**src/rtl/inst_fetch_pkg.sv**
```systemverilog
// Shared types and constants for the instruction-fetch stage.
// The IF/ID payload is a {pc, inst} pair carried through the prefetch FIFO.
package inst_fetch_pkg;

    localparam logic [31:0] ZERO_WORD = 32'h0000_0000;
    localparam logic [31:0] NOP_INST  = 32'h0000_0000;

    typedef struct packed {
        logic [31:0] pc;
        logic [31:0] inst;
    } fetch_entry_t;

    function automatic logic [31:0] word_align(input logic [31:0] addr);
        return addr & ~32'h3;
    endfunction

endpackage

```
**src/rtl/inst_fetch_fifo.sv**
```systemverilog
// Synchronous prefetch FIFO with clear, occupancy count and full/empty flags.
// The head entry is presented combinationally on data_o.
module fetch_fifo #(
    parameter int WIDTH = 64,
    parameter int DEPTH = 4
) (
    input  logic                     clk,
    input  logic                     rst,
    input  logic                     clear_i,
    input  logic                     push_i,
    input  logic [WIDTH-1:0]         data_i,
    input  logic                     pop_i,
    output logic [WIDTH-1:0]         data_o,
    output logic [$clog2(DEPTH):0]   count_o,
    output logic                     full_o,
    output logic                     empty_o
);

    localparam int AW = $clog2(DEPTH);

    logic [WIDTH-1:0] mem_q [DEPTH];
    logic [AW-1:0]    wptr_q, rptr_q;
    logic [AW:0]      count_q;

    always_ff @(posedge clk or posedge rst) begin
        if (rst) begin
            wptr_q  <= '0;
            rptr_q  <= '0;
            count_q <= '0;
        end else if (clear_i) begin
            wptr_q  <= '0;
            rptr_q  <= '0;
            count_q <= '0;
        end else begin
            if (push_i) wptr_q <= wptr_q + AW'(1);
            if (pop_i)  rptr_q <= rptr_q + AW'(1);
            count_q <= count_q + (AW+1)'(push_i) - (AW+1)'(pop_i);
        end
    end

    // Storage needs no reset; only the pointers define which entries are live.
    always_ff @(posedge clk) begin
        if (push_i && !clear_i) mem_q[wptr_q] <= data_i;
    end

    assign data_o  = mem_q[rptr_q];
    assign count_o = count_q;
    assign full_o  = (count_q == (AW+1)'(DEPTH));
    assign empty_o = (count_q == '0);

endmodule

```
**src/rtl/inst_fetch.sv**
```systemverilog
// Instruction-fetch stage: sequential prefetch from a pipelined req/gnt memory
// into a FIFO, with stall, flush/redirect and an IF/ID output register.
module inst_fetch
    import inst_fetch_pkg::*;
#(
    parameter logic [31:0] RESET_PC        = 32'h0000_0000,
    parameter int          FIFO_DEPTH      = 4,
    parameter int          MAX_OUTSTANDING = 2
) (
    input  logic        clk,
    input  logic        rst,
    input  logic        stall_i,
    input  logic        flush_i,
    input  logic [31:0] new_pc_i,
    output logic        imem_req_o,
    output logic [31:0] imem_addr_o,
    input  logic        imem_gnt_i,
    input  logic        imem_rvalid_i,
    input  logic [31:0] imem_rdata_i,
    output logic [31:0] pc_o,
    output logic [31:0] inst_o,
    output logic        inst_valid_o
);

    localparam int          OW      = $clog2(MAX_OUTSTANDING + 1);
    localparam int          CW      = $clog2(FIFO_DEPTH) + 1;
    localparam logic [31:0] MAX_OUT = 32'(MAX_OUTSTANDING);
    localparam logic [31:0] DEPTH_W = 32'(FIFO_DEPTH);

    logic [31:0]  fpc_q, fpc_d, rpc_q, rpc_d;
    logic [OW-1:0] outstanding_q, outstanding_d, drop_q, drop_d;
    logic [31:0]  pc_q, pc_d, inst_q, inst_d;
    logic         valid_q, valid_d;

    logic         fifo_push, fifo_pop, fifo_full, fifo_empty;
    logic [CW-1:0] fifo_count;
    fetch_entry_t fifo_wdata, fifo_rdata;
    logic         grant;
    logic [31:0]  credit_used;

    fetch_fifo #(
        .WIDTH (64),
        .DEPTH (FIFO_DEPTH)
    ) u_fifo (
        .clk     (clk),
        .rst     (rst),
        .clear_i (flush_i),
        .push_i  (fifo_push),
        .data_i  (fifo_wdata),
        .pop_i   (fifo_pop),
        .data_o  (fifo_rdata),
        .count_o (fifo_count),
        .full_o  (fifo_full),
        .empty_o (fifo_empty)
    );

    // Every granted request may land in the FIFO, so in-flight requests count against its space.
    assign credit_used = 32'(outstanding_q) + 32'(fifo_count);
    assign imem_req_o  = !rst && !flush_i && (32'(outstanding_q) < MAX_OUT) && (credit_used < DEPTH_W);
    assign imem_addr_o = fpc_q;
    assign grant       = imem_req_o && imem_gnt_i;
    assign fifo_wdata  = '{pc: rpc_q, inst: imem_rdata_i};

    always_comb begin
        fpc_d         = fpc_q;
        rpc_d         = rpc_q;
        outstanding_d = outstanding_q + OW'(grant) - OW'(imem_rvalid_i);
        drop_d        = drop_q;
        pc_d          = pc_q;
        inst_d        = inst_q;
        valid_d       = valid_q;
        fifo_push     = 1'b0;
        fifo_pop      = 1'b0;

        if (flush_i) begin
            // Everything still in flight belongs to the old path and must be discarded on arrival.
            fpc_d   = word_align(new_pc_i);
            rpc_d   = word_align(new_pc_i);
            drop_d  = outstanding_q - OW'(imem_rvalid_i);
            inst_d  = NOP_INST;
            valid_d = 1'b0;
        end else begin
            if (grant) fpc_d = fpc_q + 32'd4;
            if (imem_rvalid_i) begin
                if (drop_q != '0) begin
                    drop_d = drop_q - OW'(1);
                end else begin
                    fifo_push = 1'b1;
                    rpc_d     = rpc_q + 32'd4;
                end
            end
            if (!stall_i) begin
                if (!fifo_empty) begin
                    fifo_pop = 1'b1;
                    pc_d     = fifo_rdata.pc;
                    inst_d   = fifo_rdata.inst;
                    valid_d  = 1'b1;
                end else begin
                    inst_d  = NOP_INST;
                    valid_d = 1'b0;
                end
            end
        end
    end

    always_ff @(posedge clk or posedge rst) begin
        if (rst) begin
            fpc_q         <= RESET_PC;
            rpc_q         <= RESET_PC;
            outstanding_q <= '0;
            drop_q        <= '0;
            pc_q          <= ZERO_WORD;
            inst_q        <= NOP_INST;
            valid_q       <= 1'b0;
        end else begin
            fpc_q         <= fpc_d;
            rpc_q         <= rpc_d;
            outstanding_q <= outstanding_d;
            drop_q        <= drop_d;
            pc_q          <= pc_d;
            inst_q        <= inst_d;
            valid_q       <= valid_d;
        end
    end

    assign pc_o         = pc_q;
    assign inst_o       = inst_q;
    assign inst_valid_o = valid_q;

    a_rvalid_needs_outstanding: assert property (@(posedge clk) disable iff (rst)
        imem_rvalid_i |-> (outstanding_q != '0));

    a_no_fifo_overflow: assert property (@(posedge clk) disable iff (rst)
        (fifo_push && fifo_full) |-> fifo_pop);

endmodule

```
**config.mk**
```make
export PLATFORM = sky130hd
export DESIGN_NAME = inst_fetch
export DESIGN_NICKNAME = d
export VERILOG_FILES = /design/src/rtl/inst_fetch_pkg.sv /design/src/rtl/inst_fetch_fifo.sv /design/src/rtl/inst_fetch.sv
export SDC_FILE = /design/constraint.sdc
export NUM_CORES = 1
export LEC_CHECK = 0
export BUFFER_PORTS_ARGS = -buffer_cell sky130_fd_sc_hd__buf_2
export CAP_MARGIN = 20
export CORE_ASPECT_RATIO = 0.6
export CORE_MARGIN = 5
export CORE_UTILIZATION = 55
export DETAILED_ROUTE_END_ITERATION = 8
export PLACE_DENSITY = 0.75
export SLEW_MARGIN = 20
export SYNTH_ARGS = -nofsm -noshare
export SYNTH_HDL_FRONTEND = slang
export SYNTH_SLANG_ARGS = --single-unit
```
**constraint.sdc**
```tcl
create_clock -name clk -period 9.4 [get_ports clk]
set_input_delay 0.47 -clock clk [delete_from_list [all_inputs] [get_ports clk]]
set_output_delay 0.47 -clock clk [all_outputs]
set_load 0.005 [all_outputs]
```
After elaboration in Yosys (flattened, before gate mapping)
Memories as Yosys holds them, arrays and structs flattened. Cells that the tools add are included.

Add/subtract/negate cells: 11. Multiply operators: 0. Divide/modulo/power cells: 0. Magnitude comparators: 2. Eq/ne operators: 2. Shifts and indexed selects: 0. Muxes and demuxes: 26. Bitwise operators: 3. Reductions and logical operators: 17.

Operator list (number): $mux W32 (8); $add A32 B3 Y32 const B (2); $mux W2 (7); $reduce_bool A2 Y1 (6); $mux W1 (10); $logic_and A1 B1 Y1 (5); $add A2 B1 Y2 const B (2); $add A2 B3 Y4 (1); $lt A4 B3 Y1 const B (1); $reduce_and A2 Y1 (2); $sub A2 B1 Y2 (2); $add A3 B1 Y3 (1); $logic_not A3 Y1 (1); $mux W3 (1); $not A1 Y1 (3); $reduce_and A3 Y1 (1); $sub A3 B1 Y3 (1); $add A2 B1 Y2 (1); $logic_not A1 Y1 (2); $lt A2 B2 Y1 const B (1); $ne A2 B1 Y1 const B (1); $ne A2 B2 Y1 const B (1); $sub A2 B1 Y2 const B (1).

Flip-flop bits (word level): 140. Latch bits: 0. Memory bits (writable): 256. ROM bits: 0. Input bits: 70. Output and inout bits: 98. Logic and storage cells: 72. Memories: 1.

Memory list: u_fifo.mem_q (depth 4, width 64, read ports 1, clocked after Yosys merged registers in 0, wr ports 1, line inst_fetch_fifo.sv:21) `logic [WIDTH-1:0] mem_q [DEPTH];`.

Longest topological paths before layout
Gate-level depths: netlist of the first run.

Depth after elaboration: 7. Depth in mapped cells: 11. Depth with buffers taken out: 9.

Cells and area by module
From an unflattened synthesis of the first run, not the netlist that was laid out.

Cell total of the unflattened synthesis: 908. Area total of the unflattened synthesis: 15697.6 µm².

Modules (own cells, without submodules): fetch_fifo (instances 1, cells an instance 375, area an instance 9704.3 µm², sequential area each 7862.5 µm²); inst_fetch (instances 1, cells an instance 533, area an instance 5993.2 µm², sequential area each 3228.1 µm²).

Worst setup path after synthesis of the first run
Ideal clock, no wire load.

Path kind: input-to-reg. Start: input flush_i. End: memory u_fifo.mem_q[0][0], enable pin. Setup time: 0.427 ns. Arrival time: 2.496 ns. Required time: 8.973 ns. Setup slack: 6.477 ns. Stages: 4. Path buffers: 2. Path through: buf_2 > clkbuf_1 > nor2_1 > and2_1.

Word-level cells in the longest chain between the ends: 4. Elaborated cells between the ends (all ways): 5.

Ends and longest elaborated chain: from (decl) (line inst_fetch.sv:13) `input logic flush_i,`; $mux W1 or $logic_not A1 Y1 (tied branches) (line inst_fetch.sv:75, inst_fetch_fifo.sv:43); $logic_and A1 B1 Y1 (*) (line inst_fetch_fifo.sv:43) `if (push_i && !clear_i) mem_q[wptr_q] <= data_i;`; $mux W1 (*) (line inst_fetch_fifo.sv:43); $mux W1 (not written as such) (*) (line inst_fetch_fifo.sv:43); to (decl) (line inst_fetch_fifo.sv:21).

Every way passes the cells marked *; elsewhere a longest branch is shown, timed or not.

Worst setup path after layout of the first run
Start: register outstanding_q[1]. End: register outstanding_q[1].

Word-level cells in the longest chain between the ends: 6. Elaborated cells between the ends (all ways): 8.

Ends and longest elaborated chain: from (decl) (line inst_fetch.sv:31) `logic [OW-1:0] outstanding_q, outstanding_d, drop_q, drop_d;`; from (signal assigned) (line inst_fetch.sv:118) `outstanding_q <= outstanding_d;`; $add A2 B3 Y4 or $lt A2 B2 Y1 (tied branches) (line inst_fetch.sv:58, inst_fetch.sv:59); $lt A4 B3 Y1 or $logic_and A1 B1 Y1 (tied branches) (line inst_fetch.sv:59) `assign imem_req_o = !rst && !flush_i && (32'(outstanding_q) < MAX_OUT) && (credit_used < DEPTH_W);`; $logic_and A1 B1 Y1 (line inst_fetch.sv:59); $logic_and A1 B1 Y1 (line inst_fetch.sv:61) `assign grant = imem_req_o && imem_gnt_i;`; $add A2 B1 Y2 (*) (line inst_fetch.sv:67) `outstanding_d = outstanding_q + OW'(grant) - OW'(imem_rvalid_i);`; $sub A2 B1 Y2 (*) (line inst_fetch.sv:67); via outstanding_d[1] (line inst_fetch.sv:31).

The timed path passes the listed nets; every way through them passes the cells marked *. A chain may end at the register's enable or synchronous reset.

==> parameters.txt, run 1 <==
Parameter                              Value

Power
  Switch share    25.43%
  Power density over the cells    241.6 nW/um2
  Leakage Power    6.619 nW
  Worst vdd ir    0.1712 mV
  Combinational share of power    16.4%
  Clock power share    33.7%
  Net load switching power    0.001093 W
  Flop pwr share    49.9%
  Design Power    0.004298 W
  Internal portion of total power    0.003205 W

Synthesis
  Number of flops mapped to enable cells by yosys    248
  Synth Flop Type    edfxtp_1
  Seq cells post-synth    382
  Synthesized instance count    946
  Sequential-to-total area share from yosys stat    69.82%
  Mean cell area of the mapped netlist    16.35 um2
  Async set-reset flop share out of synthesis    35.08%
  Post-synth cell types    54
  Synth warnings    0
  Area of the mapped netlist    15470 um2

Detailed routing
  First-pass DRT Iterations    5
  Post-DRT Antenna Nets    0
  Via total after detailed routing    9006
  Ratio of routed vias to standard cells    6.016
  Starting DRC count in detailed routing    772
  Detailed Route WL    32430 um
  DR WL/cell    21.67 um
  Residual DRC count    0

Cells and area
  Layout cells sized above 1    30.18%
  Number of diodes    0
  Filler instances    1988
  Net total in the final layout    1188
  Layout overhead on the synthesized area    15.01%
  Final standard cell count with taps included and fillers excluded    1497

Global route
  Total gr overflow    0
  Total global-route track usage    20.83%
  Wire length of the first global-routing pass    52180 um
  Vias in the first global route    9155
  Antenna violations before repair    0
  Largest net degree at the start of global routing    74

Clocking
  Clock transition at the registers of the reported paths    0.06 ns
  Resized cells post-CTS    0
  CTS HTree Levels    2
  Clock sink total    382
  Buffers from clock root to sink, at most    3
  TritonCTS clock tree    done
  Clock buffers created by TritonCTS    36
  Clock insertion delay at the later pin of the skew report    0.52 ns
  Buffers inserted during post-CTS setup optimization    0
  Cell at the root of the clock tree    clkbuf_16
  CTS Hold Bufs    0

Setup path
  Required time of the worst setup path    9.81 ns
  Endpoint kind of the worst setup timing path    register
  Maximum fanout along the worst path    40
  Critical path class    reg -> reg
  Kind of launch point of the worst setup path    register
  Critical path arrival    3.92 ns

Timing
  Clock Skews    0.02033 ns
  Final worst path period share    37.39%
  Achievable frequency    284.5 MHz
  Sum Neg Setup Slack    0 ns
  Final-report setup violation count    0
  Final hold viol count    0
  Slew HR    26.72%
  Max-slew violation count    0
  Measured slew at the worst slew-check pin    1.085 ns
  Final Critical Period    3.515 ns
  RSZ-0062 raised after global routing    false

Placement
  DP Cell Count    1433
  Number of buffers added on ports    161
  Placed wire-length estimate    19990 um
  Gpl congestion    0.8478

Floorplanning
  Die boundary width    226.5 um
  Floorplan core area    27640 um2
  FP Rows    47
  Die H    139.9 um
  Initial Util    55.97%
  Num ports    168
  Area of the die    31690 um2

Status
  Result of the run    finished clean

Run
  Max-cap viol count    0

Worst hold path
  Path class of the lowest-slack min-delay path    in -> async
-- synthesized netlist by cell type (3+ instances only) --
cell type,number,share of area [%]
a21o_1,3,0.15
a21oi_1,11,0.36
a221o_1,4,0.26
a22o_1,32,1.8
a31oi_1,11,0.44
and2_1,6,0.24
and3_1,5,0.20
and4_1,10,0.57
buf_1,8,0.19
buf_2,3,0.097
buf_4,4,0.19
clkbuf_1,38,0.92
dfrtp_1,134,22
edfxtp_1,248,48
ha_1,13,1.1
inv_1,31,0.75
mux2_2,36,2.6
mux4_2,62,9.0
nand2_1,55,1.3
nand2b_1,3,0.12
nand3_1,30,0.97
nand4_1,19,0.77
nor2_1,21,0.51
nor3_1,8,0.26
nor4_1,10,0.40
o211ai_1,14,0.68
o21ai_0,24,0.78
o311ai_0,12,0.68
o31a_1,3,0.17
o31ai_1,8,0.39
o41ai_1,4,0.23
or2_2,3,0.12
or3_1,8,0.32
or4_1,23,1.1
xnor2_1,9,0.51
xor2_1,9,0.51
-- worst max-delay path: stages (launching register included) --
cell and delay [ns]:
dfrtp_1 0.49, ha_1 0.25, or4_4 0.52, nor4_4 0.71, inv_2 0.50, ha_1 0.42
inv_1 0.04, ha_1 0.18, xnor2_1 0.13, xnor2_1 0.14
-- area by class of cell --
class,instances,area [um2],area share [%]
Tap cell,367,459.2,2.581
Inverter,32,125.1,0.7033
Clock inverter,14,156.4,0.8791
Clock buffer,50,1025,5.760
Sequential cell,382,10810,60.74
Timing Repair Buffer,172,888.4,4.993
Multi-Input combinational cell,480,4332,24.35
-- per-layer routing --
| layer | GRT usage (%) | part of all wire [%] | routed length, um |
|---|---|---|---|
| met1 | 32.03 | 46 | 14840 |
| met2 | 31.75 | 47 | 15270 |
| met3 | 4.203 | 5.9 | 1929 |
| met4 | 4.049 | 1.2 | 395 |
| met5 | 0 | 0 | 0 |
-- worst paths after layout --
kind	slack, ns	startpoint	cells past startpoint	end
worst max-delay path	5.89	outstanding_q[1]	9	outstanding_q[1]
worst min-delay path	0.07	rst	2	outstanding_q[0]
worst max register to register	5.89	outstanding_q[1]	9	outstanding_q[1]
worst min register to register	0.50	inst_o[7]	1	inst_o[7]
max in group asynchronous	7.93	rst	3	inst_o[25]
min in group clk	0.17	imem_rdata_i[15]	1	u_fifo.mem_q[3][15]
-- placed cells by master, fill, tap and decap left out, types with 11 or more instances in the layout --
| master | synthesis | final |
|---|---|---|
| nand3_1 | 30 | 30 |
| inv_1 | 31 | 30 |
| a22o_1 | 32 | 32 |
| a21oi_1 | 11 | 11 |
| edfxtp_1 | 248 | 248 |
| nand2_1 | 55 | 55 |
| nand4_1 | 19 | 19 |
| a31oi_1 | 11 | 11 |
| o21ai_0 | 24 | 24 |
| buf_4 | 4 | 11 |
| ha_1 | 13 | 13 |
| buf_2 | 3 | 161 |
| o211ai_1 | 14 | 14 |
| dfrtp_1 | 134 | 132 |
| or4_1 | 23 | 23 |
| nor2_1 | 21 | 21 |
| mux2_2 | 36 | 36 |
| mux4_2 | 62 | 62 |
| o311ai_0 | 12 | 12 |
| clkbuf_16 | 0 | 37 |
-- per-stage QoR --
step | instance area (um2) | worst slack, ns | hold WS (ns) | utilization (%)
3_5_place_dp | 16610 | 5.597 | 0.4900 | 60.10
6_report | 17790 | 5.885 | 0.07358 | 64.37
4_1_cts | 17790 | 5.917 | 0.08774 | 64.37
3_3_place_gp | 16610 | 5.613 | 0.4568 | 60.10
2_1_floorplan | 15480 | 5.347 | 0.4741 | -
5_1_grt | 17790 | 5.741 | 0.1278 | 64.37
-- power groups by stage --
| stage | Clock [W] | Combinational [W] | Sequential [W] |
|---|---|---|---|
| after floorplan | 0 | 0.000499 | 0.00212 |
| after global placement | 0 | 0.000700 | 0.00217 |
| after detailed placement | 0 | 0.000717 | 0.00218 |
| after CTS | 0.00149 | 0.000721 | 0.00215 |
| after global routing | 0.00156 | 0.000783 | 0.00217 |
| final | 0.00145 | 0.000705 | 0.00214 |
-- logic make-up (layout without fill, tap and decap cells) --
family,count (synthesis),count (layout),share of synthesized area (%)
AOI/OAI and AO/OA,135,135,6.439
xor gates and xnor gates,18,18,1.019
adders and majority gates,14,14,1.181
buffers and inverters,87,268,2.329
DFF,382,382,69.82
muxes,99,99,11.71
other,1,4,0.02424
and+or+nand+nor,210,210,7.474
-- state kept, by name, indices dropped and copies added (netlist names) --
signal / flops
u_fifo.mem_q: 248
inst_o: 32
imem_addr_o: 30
pc_o: 30
rpc_q: 30
u_fifo.count_o: 3
drop_q: 2
outstanding_q: 2
u_fifo.rptr_q: 2
u_fifo.wptr_q: 2
inst_valid_o: 1
No activity file was read; power rests on OpenSTA's default activity.
==> run 2: changes to the inputs <==
ABC_AREA = 1   (was unset)
CORE_UTILIZATION = 53   (was 55)
PLACE_DENSITY = 0.76   (was 0.75)
clock period = 2.9 ns   (was 9.4 ns; I/O delays follow)
==> parameters.txt, run 2 <==
Parameter                              Value

Status
  Result of the run    finished clean

Synthesis
  Most numerous cell in the Yosys netlist    nand2_1
  Async set-reset flop share out of synthesis    35.08%
  Synth top area share    44.76%
  Seq cells post-synth    382
  Sequential-to-total area share from yosys stat    64.92%
  Post-synth cell types    35
  Number of flops mapped to enable cells by yosys    248
  Mean cell area of the mapped netlist    10.07 um2
  Area of the mapped netlist    16640 um2
  Top area cells in the synthesized netlist    edfxtp_1, dfrtp_1, nand2_1, nor2_1, o21ai_0
  Cell type with the highest aggregate area in the netlist    edfxtp_1
  Most frequent cells after synthesis    nand2_1, edfxtp_1, nor2_1
  Synth warnings    0
  Synth Flop Type    edfxtp_1
  Synthesized instance count    1652

Timing
  Sum Neg Setup Slack    0 ns
  Final worst path period share    80.53%
  RSZ-0062 raised after global routing    false
  Achievable frequency    428.2 MHz
  Final hold viol count    0
  Clock Skews    0.02097 ns
  Final-report setup violation count    0
  Max-slew violation count    0
  Measured slew at the worst slew-check pin    1.002 ns
  Final Critical Period    2.335 ns
  Final setup margin    0.5646 ns
  Slew HR    32.78%

Detailed routing
  Post-DRT Antenna Nets    0
  Starting DRC count in detailed routing    1284
  DR WL/cell    18.53 um
  Via total after detailed routing    12680
  Ratio of routed vias to standard cells    5.500
  First-pass DRT Iterations    5
  Residual DRC count    0
  Detailed Route WL    42720 um

Clocking
  Clock insertion delay at the later pin of the skew report    0.52 ns
  Cell at the root of the clock tree    clkbuf_16
  Buffers inserted during post-CTS setup optimization    0
  CTS HTree Levels    2
  Clock transition at the registers of the reported paths    0.06 ns
  Buffers from clock root to sink, at most    3
  Clock sink total    382
  TritonCTS clock tree    done
  Clock buffers created by TritonCTS    36

Setup path
  Critical path class    reg -> reg
  Kind of launch point of the worst setup path    register
  Maximum fanout along the worst path    8
  Required time of the worst setup path    3.33 ns
  Critical path arrival    2.77 ns
  Endpoint kind of the worst setup timing path    register

Floorplanning
  Initial Util    53.51%
  Area of the die    35150 um2
  FP Rows    50
  Floorplan core area    31090 um2
  Num ports    168
  Die boundary width    238.7 um
  Die H    147.2 um

Worst hold path
  Path class of the lowest-slack min-delay path    in -> reg

Cells and area
  Net total in the final layout    1947
  Top library cells by usage in the layout, fill and taps aside    nand2_1, edfxtp_1, nor2_1
  Layout cells sized above 1    13.66%
  Layout overhead on the synthesized area    18.49%
  Most common library cell in the layout ignoring fill and taps    nand2_1
  Number of flip-flops under the largest register name    248
  Largest register by flop count    u_fifo.mem_q
  Number of diodes    0

Placement
  Placed wire-length estimate    26770 um
  Gpl congestion    0.9385
  Number of buffers added on ports    161
  Worst setup slack before clock tree synthesis    0.6005 ns

Global route
  Total gr overflow    0
  Vias in the first global route    12260
  Wire length of the first global-routing pass    67820 um
  Antenna violations before repair    0
  Total global-route track usage    24.17%
  Largest net degree at the start of global routing    126

Run
  Max-cap viol count    0

Power
  Worst vdd ir    0.4385 mV
  Power density over the cells    762.1 nW/um2
  Leakage Power    8.243 nW
run 2: cell type report:
cell class	count	area, um2
fillers	2449	11380
repair buffers	247	1757
clock buffers	55	1064
inverters	121	459.2
clock inverters	9	67.56
flip-flops and latches	382	10800
well taps	416	520.5
multi-input cells	1075	5042
run 2: worst max-delay path, cell delays in order, from the launching register on:
cell and delay [ns]:
dfrtp_1 0.36, inv_1 0.09, ha_1 0.18, nand2_1 0.13, inv_1 0.19, nand2_2 0.23
inv_1 0.13, ha_1 0.14, inv_1 0.05, fa_1 0.40, and3_1 0.19, nor3_1 0.15
run 2: metrics by stage:
stage	area, um2	hold slack [ns]	utilization (%)	cells	power (W)
after floorplan	16660	0.2439	-	1655	0.009156
after detailed placement	17960	0.2148	57.77	2179	0.01047
after CTS	19710	0.005282	63.40	2305	0.01510
after global routing	19710	0.06318	63.40	2305	0.01585
final	19710	0.06541	63.40	2305	0.01502
after global placement	17960	0.2015	57.77	2179	0.01033
run 2: final timing paths:
kind,from,end,slack (ns),cells after the start
worst min register to register,pc_o[20],pc_o[20],0.46,2
worst min-delay path,new_pc_i[23],imem_addr_o[23],0.07,5
worst max register to register,drop_q[0],u_fifo.count_o[2],0.56,11
min in group asynchronous,rst,rpc_q[27],0.21,3
worst max-delay path,drop_q[0],u_fifo.count_o[2],0.56,11
max in group asynchronous,rst,pc_o[22],2.01,4
run 2: report_power, final:
part	total (W)	internal, W	switching (W)
registers	0.00712	0.00654	0.000577
clock network	0.00458	0.00262	0.00196
logic	0.00333	0.00124	0.00209
total	0.0150	0.0104	0.00463
run 2: per-layer routing:
metal	GRT usage, %	vias to the layer above	share of wire (%)
li1	-	5991	-
met1	35.98	6110	45
met2	36.78	499	45
met3	5.009	77	7.6
met4	5.992	0	2.0
met5	0	-	0
run 2: kinds of logic after synthesis:
| kind of cell | Yosys count | share of synthesized area, % |
|---|---|---|
| AO/OA/AOI/OAI | 274 | 9.461 |
| XOR/XNOR | 15 | 0.7896 |
| adder cells (fa/ha/maj) | 14 | 1.098 |
| buffers and inverters | 198 | 5.024 |
| flip-flops | 382 | 64.92 |
| other | 1 | 0.02254 |
| AND/OR/NAND/NOR | 768 | 18.69 |
run 2: what timing repair did:
item                                   CTS  global route
endpoints found under the hold margin  198             0
resized for setup                        0             0
hold buffers                            62             0
